==> config.mk <==
export PLATFORM = sky130hd
export DESIGN_NAME = uart_tx_queue
export DESIGN_NICKNAME = d
export VERILOG_FILES = /design/src/rtl/uart_pkg.sv /design/src/rtl/sync_fifo.sv /design/src/rtl/uart_tx_queue.sv
export SDC_FILE = /design/constraint.sdc
export NUM_CORES = 1
export LEC_CHECK = 0
export ABC_AREA = 1
export CAP_MARGIN = 20
export CORE_ASPECT_RATIO = 0.75
export CORE_MARGIN = 8
export CORE_UTILIZATION = 25
export CTS_CLUSTER_DIAMETER = 40
export DETAILED_ROUTE_END_ITERATION = 7
export PLACE_DENSITY = 0.47
export SYNTH_ARGS = -nofsm -noshare
export SYNTH_HDL_FRONTEND = slang
export SYNTH_SLANG_ARGS = --single-unit
export TNS_END_PERCENT = 50
==> constraint.sdc <==
create_clock -name hz100 -period 2.2 [get_ports hz100]
set_input_delay 0.33 -clock hz100 [delete_from_list [all_inputs] [get_ports hz100]]
set_output_delay 0.33 -clock hz100 [all_outputs]
set_load 0.05 [all_outputs]
==> src/rtl/uart_pkg.sv <==
// ---------------------------------------------------------------------------
// uart_pkg
//   Shared types and defaults for the UART transmit queue.
//   - byte_t      : one transmitted byte
//   - tx_state_t  : handshake FSM states (IDLE, STROBE, WAIT_BUSY, WAIT_READY)
//   - DEFAULT_DEPTH / DEFAULT_BUSY_TIMEOUT : parameter defaults
//   - timer_width() : bits needed to count 0..BUSY_TIMEOUT
// ---------------------------------------------------------------------------
package uart_pkg;

  typedef logic [7:0] byte_t;

  typedef enum logic [1:0] {
    IDLE       = 2'd0,
    STROBE     = 2'd1,
    WAIT_BUSY  = 2'd2,
    WAIT_READY = 2'd3
  } tx_state_t;

  localparam int DEFAULT_DEPTH        = 8;
  localparam int DEFAULT_BUSY_TIMEOUT = 4;

  // Width of a counter that must reach the value t (at least 1 bit).
  function automatic int timer_width(input int t);
    return (t < 1) ? 1 : $clog2(t + 1);
  endfunction

endpackage

==> src/rtl/sync_fifo.sv <==
// ---------------------------------------------------------------------------
// sync_fifo
//   Single-clock FIFO with registered occupancy and a sticky overflow flag.
//   The head entry is read combinationally so a consumer can capture it on
//   the same edge that pops it.
// Ports
//   clk       in   rising-edge clock
//   rst_n     in   asynchronous active-low reset
//   push      in   write wr_data this cycle (ignored while full)
//   wr_data   in   WIDTH-bit data to store
//   pop       in   remove head entry this cycle (ignored while empty)
//   head      out  data at the read pointer
//   full      out  DEPTH entries held
//   empty     out  no entries held
//   count     out  occupancy, $clog2(DEPTH)+1 bits
//   overflow  out  sticky: a push arrived while full
// ---------------------------------------------------------------------------
module sync_fifo
  import uart_pkg::*;
#(
  parameter int WIDTH = 8,
  parameter int DEPTH = DEFAULT_DEPTH
) (
  input  logic                     clk,
  input  logic                     rst_n,
  input  logic                     push,
  input  logic [WIDTH-1:0]         wr_data,
  input  logic                     pop,
  output logic [WIDTH-1:0]         head,
  output logic                     full,
  output logic                     empty,
  output logic [$clog2(DEPTH):0]   count,
  output logic                     overflow
);

  localparam int AW = $clog2(DEPTH);
  localparam logic [AW:0] FULL_CNT = (AW + 1)'(DEPTH);

  logic [AW-1:0]    wr_ptr_q, wr_ptr_d;
  logic [AW-1:0]    rd_ptr_q, rd_ptr_d;
  logic [AW:0]      count_q, count_d;
  logic             overflow_q, overflow_d;
  logic [WIDTH-1:0] mem_q [DEPTH];

  logic push_ok;
  logic pop_ok;

  // Flags come from registered occupancy only; a pop in the same cycle does
  // not make room for a push.
  assign full     = (count_q == FULL_CNT);
  assign empty    = (count_q == '0);
  assign count    = count_q;
  assign overflow = overflow_q;
  assign head     = mem_q[rd_ptr_q];

  assign push_ok = push && !full;
  assign pop_ok  = pop && !empty;

  always_comb begin
    wr_ptr_d   = wr_ptr_q;
    rd_ptr_d   = rd_ptr_q;
    count_d    = count_q;
    overflow_d = overflow_q;

    // Pointers wrap naturally because DEPTH is a power of two.
    if (push_ok) wr_ptr_d = wr_ptr_q + AW'(1);
    if (pop_ok)  rd_ptr_d = rd_ptr_q + AW'(1);

    case ({push_ok, pop_ok})
      2'b10:   count_d = count_q + (AW + 1)'(1);
      2'b01:   count_d = count_q - (AW + 1)'(1);
      default: count_d = count_q;
    endcase

    if (push && full) overflow_d = 1'b1;
  end

  always_ff @(posedge clk or negedge rst_n) begin
    if (!rst_n) begin
      wr_ptr_q   <= '0;
      rd_ptr_q   <= '0;
      count_q    <= '0;
      overflow_q <= 1'b0;
    end else begin
      wr_ptr_q   <= wr_ptr_d;
      rd_ptr_q   <= rd_ptr_d;
      count_q    <= count_d;
      overflow_q <= overflow_d;
    end
  end

  // Storage needs no reset: entries are only visible once written.
  always_ff @(posedge clk) begin
    if (push_ok) mem_q[wr_ptr_q] <= wr_data;
  end

endmodule

==> src/rtl/uart_tx_queue.sv <==
// ---------------------------------------------------------------------------
// uart_tx_queue
//   Byte queue in front of the board UART transmitter. Bytes pushed by user
//   logic are buffered in a FIFO and handed to the transmitter one at a time
//   with a one-cycle txclk strobe, then the block waits for the transmitter
//   to go busy (or a short timeout) and become ready again.
// Ports
//   hz100     in   system clock, rising edge
//   reset     in   asynchronous active-low reset
//   wr_en     in   push wr_data this cycle
//   wr_data   in   byte to enqueue
//   full      out  queue holds DEPTH bytes; pushes are dropped
//   empty     out  queue holds no bytes
//   count     out  occupancy
//   overflow  out  sticky: a push was dropped
//   txdata    out  byte presented to the transmitter
//   txclk     out  one-cycle start strobe
//   txready   in   1 = transmitter idle, 0 = shifting
// ---------------------------------------------------------------------------
module uart_tx_queue
  import uart_pkg::*;
#(
  parameter int DEPTH        = DEFAULT_DEPTH,
  parameter int BUSY_TIMEOUT = DEFAULT_BUSY_TIMEOUT
) (
  input  logic                   hz100,
  input  logic                   reset,
  input  logic                   wr_en,
  input  logic [7:0]             wr_data,
  output logic                   full,
  output logic                   empty,
  output logic [$clog2(DEPTH):0] count,
  output logic                   overflow,
  output logic [7:0]             txdata,
  output logic                   txclk,
  input  logic                   txready
);

  localparam int TW = timer_width(BUSY_TIMEOUT);
  localparam logic [TW-1:0] TIMEOUT_LAST = TW'(BUSY_TIMEOUT);

  tx_state_t     state_q, state_d;
  byte_t         txdata_q, txdata_d;
  logic          txclk_q, txclk_d;
  logic [TW-1:0] timer_q, timer_d;
  logic          pop;
  byte_t         head;

  sync_fifo #(
    .WIDTH (8),
    .DEPTH (DEPTH)
  ) u_fifo (
    .clk      (hz100),
    .rst_n    (reset),
    .push     (wr_en),
    .wr_data  (wr_data),
    .pop      (pop),
    .head     (head),
    .full     (full),
    .empty    (empty),
    .count    (count),
    .overflow (overflow)
  );

  always_comb begin
    state_d  = state_q;
    txdata_d = txdata_q;
    txclk_d  = 1'b0;
    timer_d  = timer_q;
    pop      = 1'b0;

    case (state_q)
      IDLE: begin
        // The head byte is captured and popped on the same edge that
        // raises the strobe.
        if (!empty && txready) begin
          pop      = 1'b1;
          txdata_d = head;
          txclk_d  = 1'b1;
          state_d  = STROBE;
        end
      end
      STROBE: begin
        timer_d = '0;
        state_d = WAIT_BUSY;
      end
      WAIT_BUSY: begin
        // A transmitter fast enough never to show busy is released by the
        // timer, which lets WAIT_BUSY last BUSY_TIMEOUT+1 cycles.
        if (!txready) begin
          state_d = WAIT_READY;
        end else if (timer_q == TIMEOUT_LAST) begin
          state_d = WAIT_READY;
        end else begin
          timer_d = timer_q + TW'(1);
        end
      end
      WAIT_READY: begin
        if (txready) state_d = IDLE;
      end
      default: state_d = IDLE;
    endcase
  end

  always_ff @(posedge hz100 or negedge reset) begin
    if (!reset) begin
      state_q  <= IDLE;
      txdata_q <= 8'h00;
      txclk_q  <= 1'b0;
      timer_q  <= '0;
    end else begin
      state_q  <= state_d;
      txdata_q <= txdata_d;
      txclk_q  <= txclk_d;
      timer_q  <= timer_d;
    end
  end

  assign txdata = txdata_q;
  assign txclk  = txclk_q;

endmodule

==> results.cfg <==
[run_status]
outcome = complete, no violations

[setup_path]
cp.arrival_ns = 2.25
critPathTopFamily = adder cells
startpoint_type = register
r2r-start = state_q[0]
r2r_cells = 11
cp-end-kind = register
max_stage_delay_ns = 0.40
r2r_slack_ns = 0.18
crit_required_ns = 2.43
startpoint = state_q[0]
worst_path_max_delay_cell = dfrtp_1
path_buf_inv = 2
cp-endpoint = u_fifo.count[3]
r2r_end = u_fifo.count[3]
worstSetupPathType = reg -> reg
cp.depth = 11
path_max_fanout = 4
worstPathCellList = inv_1 > ha_1 > nand3_2 > inv_2 > ha_1 > ha_1 > or2_2 > nand3_1 > nand2_1 > nand2_1 > nand2_1

[timing]
setup_viol = 0
relSlewSlack = 0.636
timing.setup.tns_ns = 0
tightest_slew_ns = 0.545
fin_crit_ns = 2.02
fin_crit_sh = 0.919
max_freq_ghz = 0.494
slew_viol_final = 0
final.setup.worst_slack_ns = 0.178
skew_ns = 0.00471
rsz0062_at_grt = false
hold_viol_final = 0

[cells_and_area]
drive_above_1_share = 0.117
final_common_cell = nand2_1
final_area_sq_um = 4970
syn_to_final_growth_pct = 22.2
diodes = 0
final_nets = 473
layout_common_cells = nand2_1, inv_1, edfxtp_1, nand3_1, clkdlybuf4s50_1

[clock_network]
cts.clk_slew.worst_paths_ns = 0.06
cts_root_buf = clkbuf_16
clock_latency_ns = 0.34
htreeDepth = 3
cts_buffers = 9
post_cts_buffers = 0
clock_path_buffers = 2
holdBufCountCts = 0
cts-resized-gates = 0
clock_sinks = 89
cts_tree = yes

[pwr]
pwr_density_cell_nw_per_um2 = 1370
leakagePower_nw = 2.23
ir_drop_mv = 0.710
power_mw = 6.79

[grt]
grt-ovfl-total = 0
antenna_found_initial = 0
grt_pass1_vias = 2795
gr-usage-all-layers = 0.0938
grt_max_degree = 34
grt_pass1_wl_microns = 14800

[placed_design]
placedInstanceArea_sq_um = 4650
dp_slack_ns = 0.0879
gp_congestion = 0.716
port_buffers = 27
dp_hpwl_microns = 6020

[route]
vias = 2661
drc = 0
drt_iter0_drc = 70
drt_wl_total_microns = 9060
first_pass_iters = 4
wl_per_cell_microns = 13.7
drtAntennaViolNets = 0
vias_per_cell = 4.01

[synthesis]
yosysUniqueCellTypes = 24
synth_warnings = 0
synth_top_area_share = 0.472
synth_area_per_cell_sq_um = 9.99
syn_area_sq_um = 4070
synth.area.top_cells = edfxtp_1, dfrtp_1, nand2_1
syn_inst = 407
syn-num-nets = 432
yosys.area.top_type = edfxtp_1
synth-seq-cells = 89
synth_seq_area_share = 0.626

[floorplanning]
die_h_microns = 126
die_w_microns = 163
row_count = 40
start_util = 0.255
dieArea_sq_um = 20700
core_area_sq_um = 16000
io_pins = 28

[run]
drv_cap = 0

[min_path]
worst_hold_path_type = in -> async
==> worst min-delay path by stage <==
stage                              end  slack (ns)
detailed placement     u_fifo.overflow        0.45
global route        u_fifo.wr_ptr_q[0]        0.41
global placement       u_fifo.overflow        0.44
finish                 u_fifo.count[0]        0.36
CTS                    u_fifo.overflow        0.36
floorplan                   state_q[0]        0.03
==> cell usage after synthesis <==
| cell | number |
|---|---|
| ha_1 | 12 |
| nand2_2 | 2 |
| or2_4 | 1 |
| nand4_1 | 2 |
| fa_1 | 1 |
| inv_2 | 2 |
| a21o_1 | 1 |
| buf_4 | 6 |
| buf_6 | 3 |
| edfxtp_1 | 64 |
| nand2_1 | 132 |
| xnor2_1 | 2 |
| o21ai_0 | 6 |
| xor2_1 | 3 |
| inv_1 | 67 |
| dfrtp_1 | 25 |
| nor2_1 | 6 |
| inv_4 | 1 |
| nand3_1 | 57 |
| buf_2 | 4 |
| nor2_2 | 5 |
| or2_2 | 2 |
| clkinv_1 | 1 |
| nand3_2 | 2 |
==> layout make-up <==
cell class	count	area (sq um)
clock buffers	12	278
clock inverters	4	47.5
fillers	1647	11000
inverters	71	269
multi-input cells	234	1150
flip-flops and latches	89	2550
well taps	210	263
repair buffers	43	410
==> registers in the layout, summed over array words and instances (netlist names) <==
signal and cells:
u_fifo.mem_q 64, txdata 8, u_fifo.count 4, timer_q 3, u_fifo.rd_ptr_q 3, u_fifo.wr_ptr_q 3
state_q 2, txclk 1, u_fifo.overflow 1
==> layer usage <==
metal	global-route usage	vias up	routed length, microns
li1	-	1372	-
met1	0.117	1238	4420
met2	0.147	41	4060
met3	0.0365	10	468
met4	0.0291	0	116
met5	0	-	0
==> worst register-to-register path, delay by kind of cell (launching register included) <==
family / cells / cell delay [ns]
simple gates: 6 / 0.60
fa+ha+maj: 3 / 0.76
buf+inv: 2 / 0.15
flops: 1 / 0.40
==> power breakdown <==
group	internal, mW	switching (mW)	total, mW
Sequential	2.20	0.251	2.45
Combinational	0.916	1.81	2.72
Clock	1.01	0.618	1.62
Total	4.12	2.67	6.79
==> per-stage QoR <==
step / instances / util / hold slack, ns
after floorplan: 407 / - / 0.0344
after global placement: 647 / 0.291 / 0.445
after detailed placement: 647 / 0.291 / 0.452
after CTS: 663 / 0.311 / 0.364
after global routing: 663 / 0.311 / 0.408
final: 663 / 0.311 / 0.356
==> logic make-up (layout without fill, tap and decap cells) <==
kind of cell,Yosys count,count (layout),share of synthesized area
buffers and inverters,84,130,0.0904
xor gates and xnor gates,5,5,0.0108
adders and majority gates,13,13,0.0418
and+or+nand+nor,209,209,0.221
DFF,89,89,0.626
AOI/OAI and AO/OA,7,7,0.00923
Power figures use the tool's default switching activity.
